==> config.mk <==
export PLATFORM = sky130hd
export DESIGN_NAME = grn_attractor_ctrl
export DESIGN_NICKNAME = d
export VERILOG_FILES = /design/src/rtl/grn_attractor_ctrl.sv
export SDC_FILE = /design/constraint.sdc
export NUM_CORES = 1
export LEC_CHECK = 0
export CAP_MARGIN = 20
export CORE_UTILIZATION = 55
export CTS_CLUSTER_DIAMETER = 100
export DETAILED_ROUTE_END_ITERATION = 10
export GPL_TIMING_DRIVEN = 1
export PLACE_DENSITY = 0.91
export SLEW_MARGIN = 20
export SYNTH_ARGS = -nofsm -noshare
export SYNTH_HDL_FRONTEND = slang
export SYNTH_SLANG_ARGS = --single-unit
==> constraint.sdc <==
create_clock -name clk -period 4.5 [get_ports clk]
set_input_delay 0.9 -clock clk [delete_from_list [all_inputs] [get_ports clk]]
set_output_delay 0.9 -clock clk [all_outputs]
set_load 0.01 [all_outputs]
==> src/rtl/grn_attractor_ctrl.sv <==
// Sweep controller for a GRN node array: per initial state, finds the s0/s1 meet point and the attractor period.
// Optional step limit on the meet search is enabled by defining GRN_TIMEOUT_EN.
module grn_attractor_ctrl #(
   parameter int NODES     = 8,
   parameter int CNT_W     = 16,
   parameter int MAX_STEPS = 4096
) (
   input  logic             clk,
   input  logic             rst,
   input  logic             start,
   output logic             busy,
   output logic             done,
   output logic             reset_nos,
   output logic [NODES-1:0] init_state,
   output logic             start_s0,
   output logic             start_s1,
   input  logic [NODES-1:0] s0_vec,
   input  logic [NODES-1:0] s1_vec,
   output logic             res_valid,
   input  logic             res_ready,
   output logic [NODES-1:0] res_init,
   output logic [CNT_W-1:0] res_meet,
   output logic [CNT_W-1:0] res_period,
   output logic             res_timeout
);

   typedef enum logic [2:0] {
      IDLE,
      LOAD,
      TRANS,
      PERIOD,
      OUT
   } state_t;

`ifdef GRN_TIMEOUT_EN
   localparam bit TIMEOUT_EN = 1'b1;
`else
   localparam bit TIMEOUT_EN = 1'b0;
`endif

   localparam logic [CNT_W-1:0] CNT_MAX    = {CNT_W{1'b1}};
   localparam logic [CNT_W-1:0] STEP_LIMIT = CNT_W'(MAX_STEPS);
   localparam logic [NODES-1:0] LAST_INIT  = {NODES{1'b1}};

   state_t           state;
   logic [NODES-1:0] cur_init;
   logic [CNT_W-1:0] step_cnt;
   logic [CNT_W-1:0] per_cnt;

   logic vec_eq;
   logic meet_hit;
   logic loop_hit;
   logic limit_hit;

   function automatic logic [CNT_W-1:0] sat_inc(input logic [CNT_W-1:0] v);
      return (v == CNT_MAX) ? v : v + CNT_W'(1);
   endfunction

   // Steps 0 and 1 coincide by construction, so the meet compare is held off until step 2.
   assign vec_eq    = (s0_vec == s1_vec);
   assign meet_hit  = (state == TRANS) && (step_cnt >= CNT_W'(2)) && vec_eq;
   assign loop_hit  = (state == PERIOD) && (per_cnt != '0) && vec_eq;
   assign limit_hit = TIMEOUT_EN && (state == TRANS) && !meet_hit && (step_cnt >= STEP_LIMIT);

   // Strobes decode the registered state and the node compare, so a step and its
   // compare land in consecutive cycles without an extra settle cycle.
   assign start_s0 = (state == TRANS) && !meet_hit && !limit_hit;
   assign start_s1 = start_s0 || ((state == PERIOD) && !loop_hit);

   always_ff @(posedge clk or posedge rst) begin
      if (rst) begin
         state       <= IDLE;
         cur_init    <= '0;
         step_cnt    <= '0;
         per_cnt     <= '0;
         busy        <= 1'b0;
         done        <= 1'b0;
         reset_nos   <= 1'b0;
         init_state  <= '0;
         res_valid   <= 1'b0;
         res_init    <= '0;
         res_meet    <= '0;
         res_period  <= '0;
         res_timeout <= 1'b0;
      end else begin
         // NOTE: every state register here uses <= so all of them see the pre-edge values.
         done       <= 1'b0;
         reset_nos  <= 1'b0;
         init_state <= '0;
         case (state)
            IDLE: begin
               if (start) begin
                  cur_init   <= '0;
                  busy       <= 1'b1;
                  reset_nos  <= 1'b1;
                  init_state <= '0;
                  state      <= LOAD;
               end
            end
            LOAD: begin
               step_cnt <= '0;
               per_cnt  <= '0;
               state    <= TRANS;
            end
            TRANS: begin
               if (meet_hit) begin
                  res_meet <= step_cnt;
                  state    <= PERIOD;
               end else if (limit_hit) begin
                  res_meet    <= step_cnt;
                  res_period  <= '0;
                  res_timeout <= 1'b1;
                  res_init    <= cur_init;
                  res_valid   <= 1'b1;
                  state       <= OUT;
               end else begin
                  step_cnt <= sat_inc(step_cnt);
               end
            end
            PERIOD: begin
               if (loop_hit) begin
                  res_period  <= per_cnt;
                  res_timeout <= 1'b0;
                  res_init    <= cur_init;
                  res_valid   <= 1'b1;
                  state       <= OUT;
               end else begin
                  per_cnt <= sat_inc(per_cnt);
               end
            end
            OUT: begin
               if (res_ready) begin
                  res_valid <= 1'b0;
                  if (cur_init == LAST_INIT) begin
                     busy  <= 1'b0;
                     done  <= 1'b1;
                     state <= IDLE;
                  end else begin
                     cur_init   <= cur_init + NODES'(1);
                     reset_nos  <= 1'b1;
                     init_state <= cur_init + NODES'(1);
                     state      <= LOAD;
                  end
               end
            end
            default: begin
               busy  <= 1'b0;
               state <= IDLE;
            end
         endcase
      end
   end

endmodule
Word level (Yosys, flattened, before mapping)

Cells that the tools add are included.

Bits of input ports: 20
Flip-flop bits (word level): 95
Logic and storage cells: 92
Output and inout port bits: 55

Add/sub/neg operators: 3
Equal/unequal tests: 18
Magnitude comparators: 1
Muxes and demuxes: 33
Bitwise logic cells: 1
Reduce and logical (&&, ||, !) cells: 24

Operator list:

| cell                                                  | count |
|---|---|
| 2-to-1 mux 16 bit                                     | 4 |
| one-hot mux 16 bit (2 select lines)                   | 2 |
| 2-to-1 mux 8 bit                                      | 6 |
| adder 16 x 1 -> 16 bit (second input constant)        | 2 |
| equality test 16 bit (second input constant)          | 2 |
| inequality test 2 bit (second input constant)         | 10 |
| >= comparator 16 x 2 -> 1 bit (second input constant) | 1 |
| one-hot mux 8 bit (2 select lines)                    | 1 |
| nonzero test 16 bit                                   | 1 |
| one-hot mux 3 bit (5 select lines)                    | 1 |
| 2-to-1 mux 1 bit                                      | 12 |
| 2-to-1 mux 3 bit                                      | 4 |
| AND reduction 4 bit                                   | 3 |
| AND reduction 3 bit                                   | 3 |
| adder 8 x 1 -> 8 bit (second input constant)          | 1 |
| equality test 8 bit                                   | 1 |
| equality test 8 bit (second input constant)           | 1 |
| nonzero test 2 bit                                    | 4 |
| equality test 3 x 2 -> 1 bit (second input constant)  | 2 |
| logical AND 1 bit                                     | 6 |
| one-hot mux 1 bit (2 select lines)                    | 2 |
| AND reduction 2 bit                                   | 2 |
| equality test 3 x 1 -> 1 bit (second input constant)  | 1 |
| equality test 3 bit (second input constant)           | 1 |
| other kinds (6)                                       | 7 |

Depth between registers and ports, before layout

Depth in word-level cells: 6
Depth in mapped cells: 10
Depth with buffers taken out: 7

Worst setup path after synthesis

OpenSTA, ideal clock, no wires.

Path type: input to output
From: input s1_vec[2]
To: output start_s1
Path buffers: 0
Stages: 5
Data arrival time: 2.154 ns
Slack: 1.446 ns
Required time: 3.600 ns
Cell sequence: xor2_1 nor4_2 nand2_1 o311ai_1 inv_1

Word-level cells in the longest chain between the ends: 5
Elaborated cells between the ends (all ways): 8
Those cells by class: eq/ne: 1; reduce/logical: 7

Ends and longest elaborated chain:

| what                                        | line   | source |
|---|---|---|
| from (decl)                                 | 18     | `input logic [NODES-1:0] s1_vec,` |
| equality test 8 bit *                       | 60     | `assign vec_eq = (s0_vec == s1_vec);` |
| logical AND 1 bit, on equally long branches | 61, 62 |  |
| zero test 1 bit, on equally long branches   | 67, 68 |  |
| logical AND 1 bit, on equally long branches | 67, 68 |  |
| logical OR 1 bit *                          | 68     | `assign start_s1 = start_s0 \|\| ((state == PERIOD) && !loop_hit);` |
| to (decl)                                   | 16     | `output logic start_s1,` |

Every way passes the cells marked *; elsewhere a longest branch is shown, timed or not.

Final worst setup path

From: input s1_vec[5]
To: output start_s1

Same word-level chain as after synthesis.

==> out/metrics.cfg <==
[sta]
fmax_mhz=249
hold_ws_ps=475
slew_viol_final=0
fin_skew_ps=7.01
worst_slew_pin_slew_ps=921
fin_crit_sh=0.892
hold_viol=0
min_period_ps=4010
tns_ps=0
relSlewSlack=0.384
grt_setup_unrepaired=no
setup_viol=0

[cells_and_area]
areaGrowthSynthToFinish_pct=21.6
nNetsFinal=600
antenna_cells=0
fin_area_um2=5670
drive_gt1_frac=0.0534

[worst_setup_path]
critPathKind=primary input to primary output
worstPathArrival_ps=3110
required_ps=3600
cp-start-kind=primary input
worst-path-max-fanout=7
crit_path_end_kind=primary output

[synthesis]
syn_area_per_cell_um2=9.02
seq_area_frac_synth=0.510
synth_edf_count=0
syn_nets=542
syn_area_um2=4660
postSynth.asyncResetShare=1.00
syn_inst=517
ys_seq_elements=95
synth_ff_type=dfrtp_1
synth.distinct_cells=49
yosys_warnings=0

[die]
die_w_um=94.1
top_level_ports=75
start_util=0.568
dieArea_um2=8850
die_h_um=94.1
coreArea_um2=8220
rows=33

[min_path]
hold_class=register to register

[placement]
port_buffers=73
dp_hpwl_mm=7.32
placed_cell_area_um2=5420
routabilityCongestion=0.862

[power]
ir_worst_vdd_mv=0.230
p_per_area_nw_per_um2=459
swShare=0.347
p_leak_uw=0.00260
p_comb_frac=0.253
clockPowerShare=0.260
p_int_uw=1700
power.total_uw=2600
power.switching_uw=903
p_seq_frac=0.487

[cts]
ctsHtreeMaxLevel=3
ctsHoldBuffers=0
cts-root-buf=clkbuf_8
cts_made_buffers=9
clock-sinks=95
cts-resized-gates=0
path_clk_slew_ps=90
clkLatencyLatePin_ps=370
cts_tree=done
clockBufferDepth=2
post_cts_buffers=0

[detailed_routing]
viasPerCell=6.03
wl_per_cell_um=16.1
wl_met1_mm=4.67
dr_wl_met2_mm=5.30
top_layer=met4
dr.first_iter.drc_count=580
ant_nets=0
drc_errors=0
dr_wl_met3_um=834
routed_wl_mm=11.0
first_pass_iters=6
vias=4128

[grt]
grt_max_degree=49
grt_overflow=0
grt_pass1_wl_mm=18.5
antenna_found_initial=0
grt_use_total=0.269
grt_pass1_vias=3815

[run_status]
status=finished clean

[job]
max_cap_viol_count=0

metal layers:
layer  up-vias  global-route usage
met5         -                   0
met4         0               0.104
met3        25              0.0566
met2       204               0.410
met1      1961               0.377
li1       1938                   -
metrics by stage:
step | instances | worst slack, ps | util
4_1_cts | 685 | 504 | 0.689
6_report | 685 | 486 | 0.690
3_5_place_dp | 669 | 516 | 0.659
3_3_place_gp | 669 | 616 | 0.659
5_1_grt | 685 | 357 | 0.690
2_1_floorplan | 517 | 1120 | -
critical path, cell delays in order:
cell	delay, ps
clkdlybuf4s50_1	410
xor2_1	180
nor4_2	270
buf_4	180
nand2_1	60
o311ai_1	520
inv_1	100
clkdlybuf4s50_1	500
final timing paths:
check | startpoint | endpoint | slack, ps | cells after the start
min | res_meet[14] | res_meet[14] | 470 | 2
min in group asynchronous | rst | res_meet[12] | 730 | 2
max in group asynchronous | rst | res_meet[1] | 2990 | 3
min reg2reg | res_meet[14] | res_meet[14] | 470 | 2
max | s1_vec[5] | start_s1 | 490 | 8
max reg2reg | state[0] | step_cnt[9] | 1840 | 5
cell usage in the layout (no fill, tap or decap), drive strengths merged, types with 4 or more instances in the layout:
cell           count
nand2            141
dfrtp             95
clkdlybuf4s50     73
nor2              28
a21oi             24
o21ai             23
nand4             17
nand3             15
o31ai             13
or4               12
and3              11
inv               11
nor4              11
xor2              10
clkbuf             9
nand2b             7
and4               7
a31oi              6
a41o               6
buf                6
ha                 5
a21o               4
xnor2              4
mux2i              4
cells in the mapped netlist (all sizes together) (3+ instances only):
library cell	number	area share
a21o	4	0.0064
a21oi	24	0.026
a31o	3	0.0056
a31oi	6	0.0081
a41o	6	0.013
and3	11	0.015
and4	7	0.014
buf	14	0.019
clkbuf	18	0.014
dfrtp	95	0.51
ha	5	0.013
inv	11	0.0089
mux2i	4	0.0086
nand2	141	0.11
nand2b	7	0.0094
nand3	15	0.016
nand4	17	0.023
nor2	28	0.023
nor3	3	0.0032
nor4	11	0.017
o21a	3	0.0048
o21ai	23	0.025
o31ai	13	0.021
or4	12	0.019
xnor2	4	0.0075
xor2	10	0.019
flip-flops by register name, summed over array words and instances, names as in the netlist:
signal      cells
cur_init        8
busy            1
reset_nos       1
step_cnt       16
per_cnt        16
res_meet       16
state           3
init_state      8
res_valid       1
res_period     16
done            1
res_init        8
cell type report:
type,instances,area [um^2]
clock inverters,7,119
fillers,624,2540
flip-flops and latches,95,2380
clock buffers,9,124
repair buffers,79,776
multi-input cells,379,2100
inverters,11,42.5
well taps,105,131
logic make-up after synthesis:
logic type | after synthesis | synth area share
flip-flops | 95 | 0.510
adder cells (fa/ha/maj) | 5 | 0.0134
XOR/XNOR | 14 | 0.0263
buffers and inverters | 43 | 0.0419
other | 1 | 0.000804
multiplexers | 6 | 0.0134
AO/OA/AOI/OAI | 90 | 0.124
AND/OR/NAND/NOR | 263 | 0.270
power groups by stage:
stage | Combinational (uW) | Clock, uW | Sequential, uW
2_1_floorplan | 459 | 0 | 1200
3_3_place_gp | 606 | 0 | 1260
3_5_place_dp | 646 | 0 | 1270
4_1_cts | 652 | 676 | 1260
5_1_grt | 738 | 710 | 1310
6_report | 659 | 678 | 1270
Power figures use the tool's default switching activity.
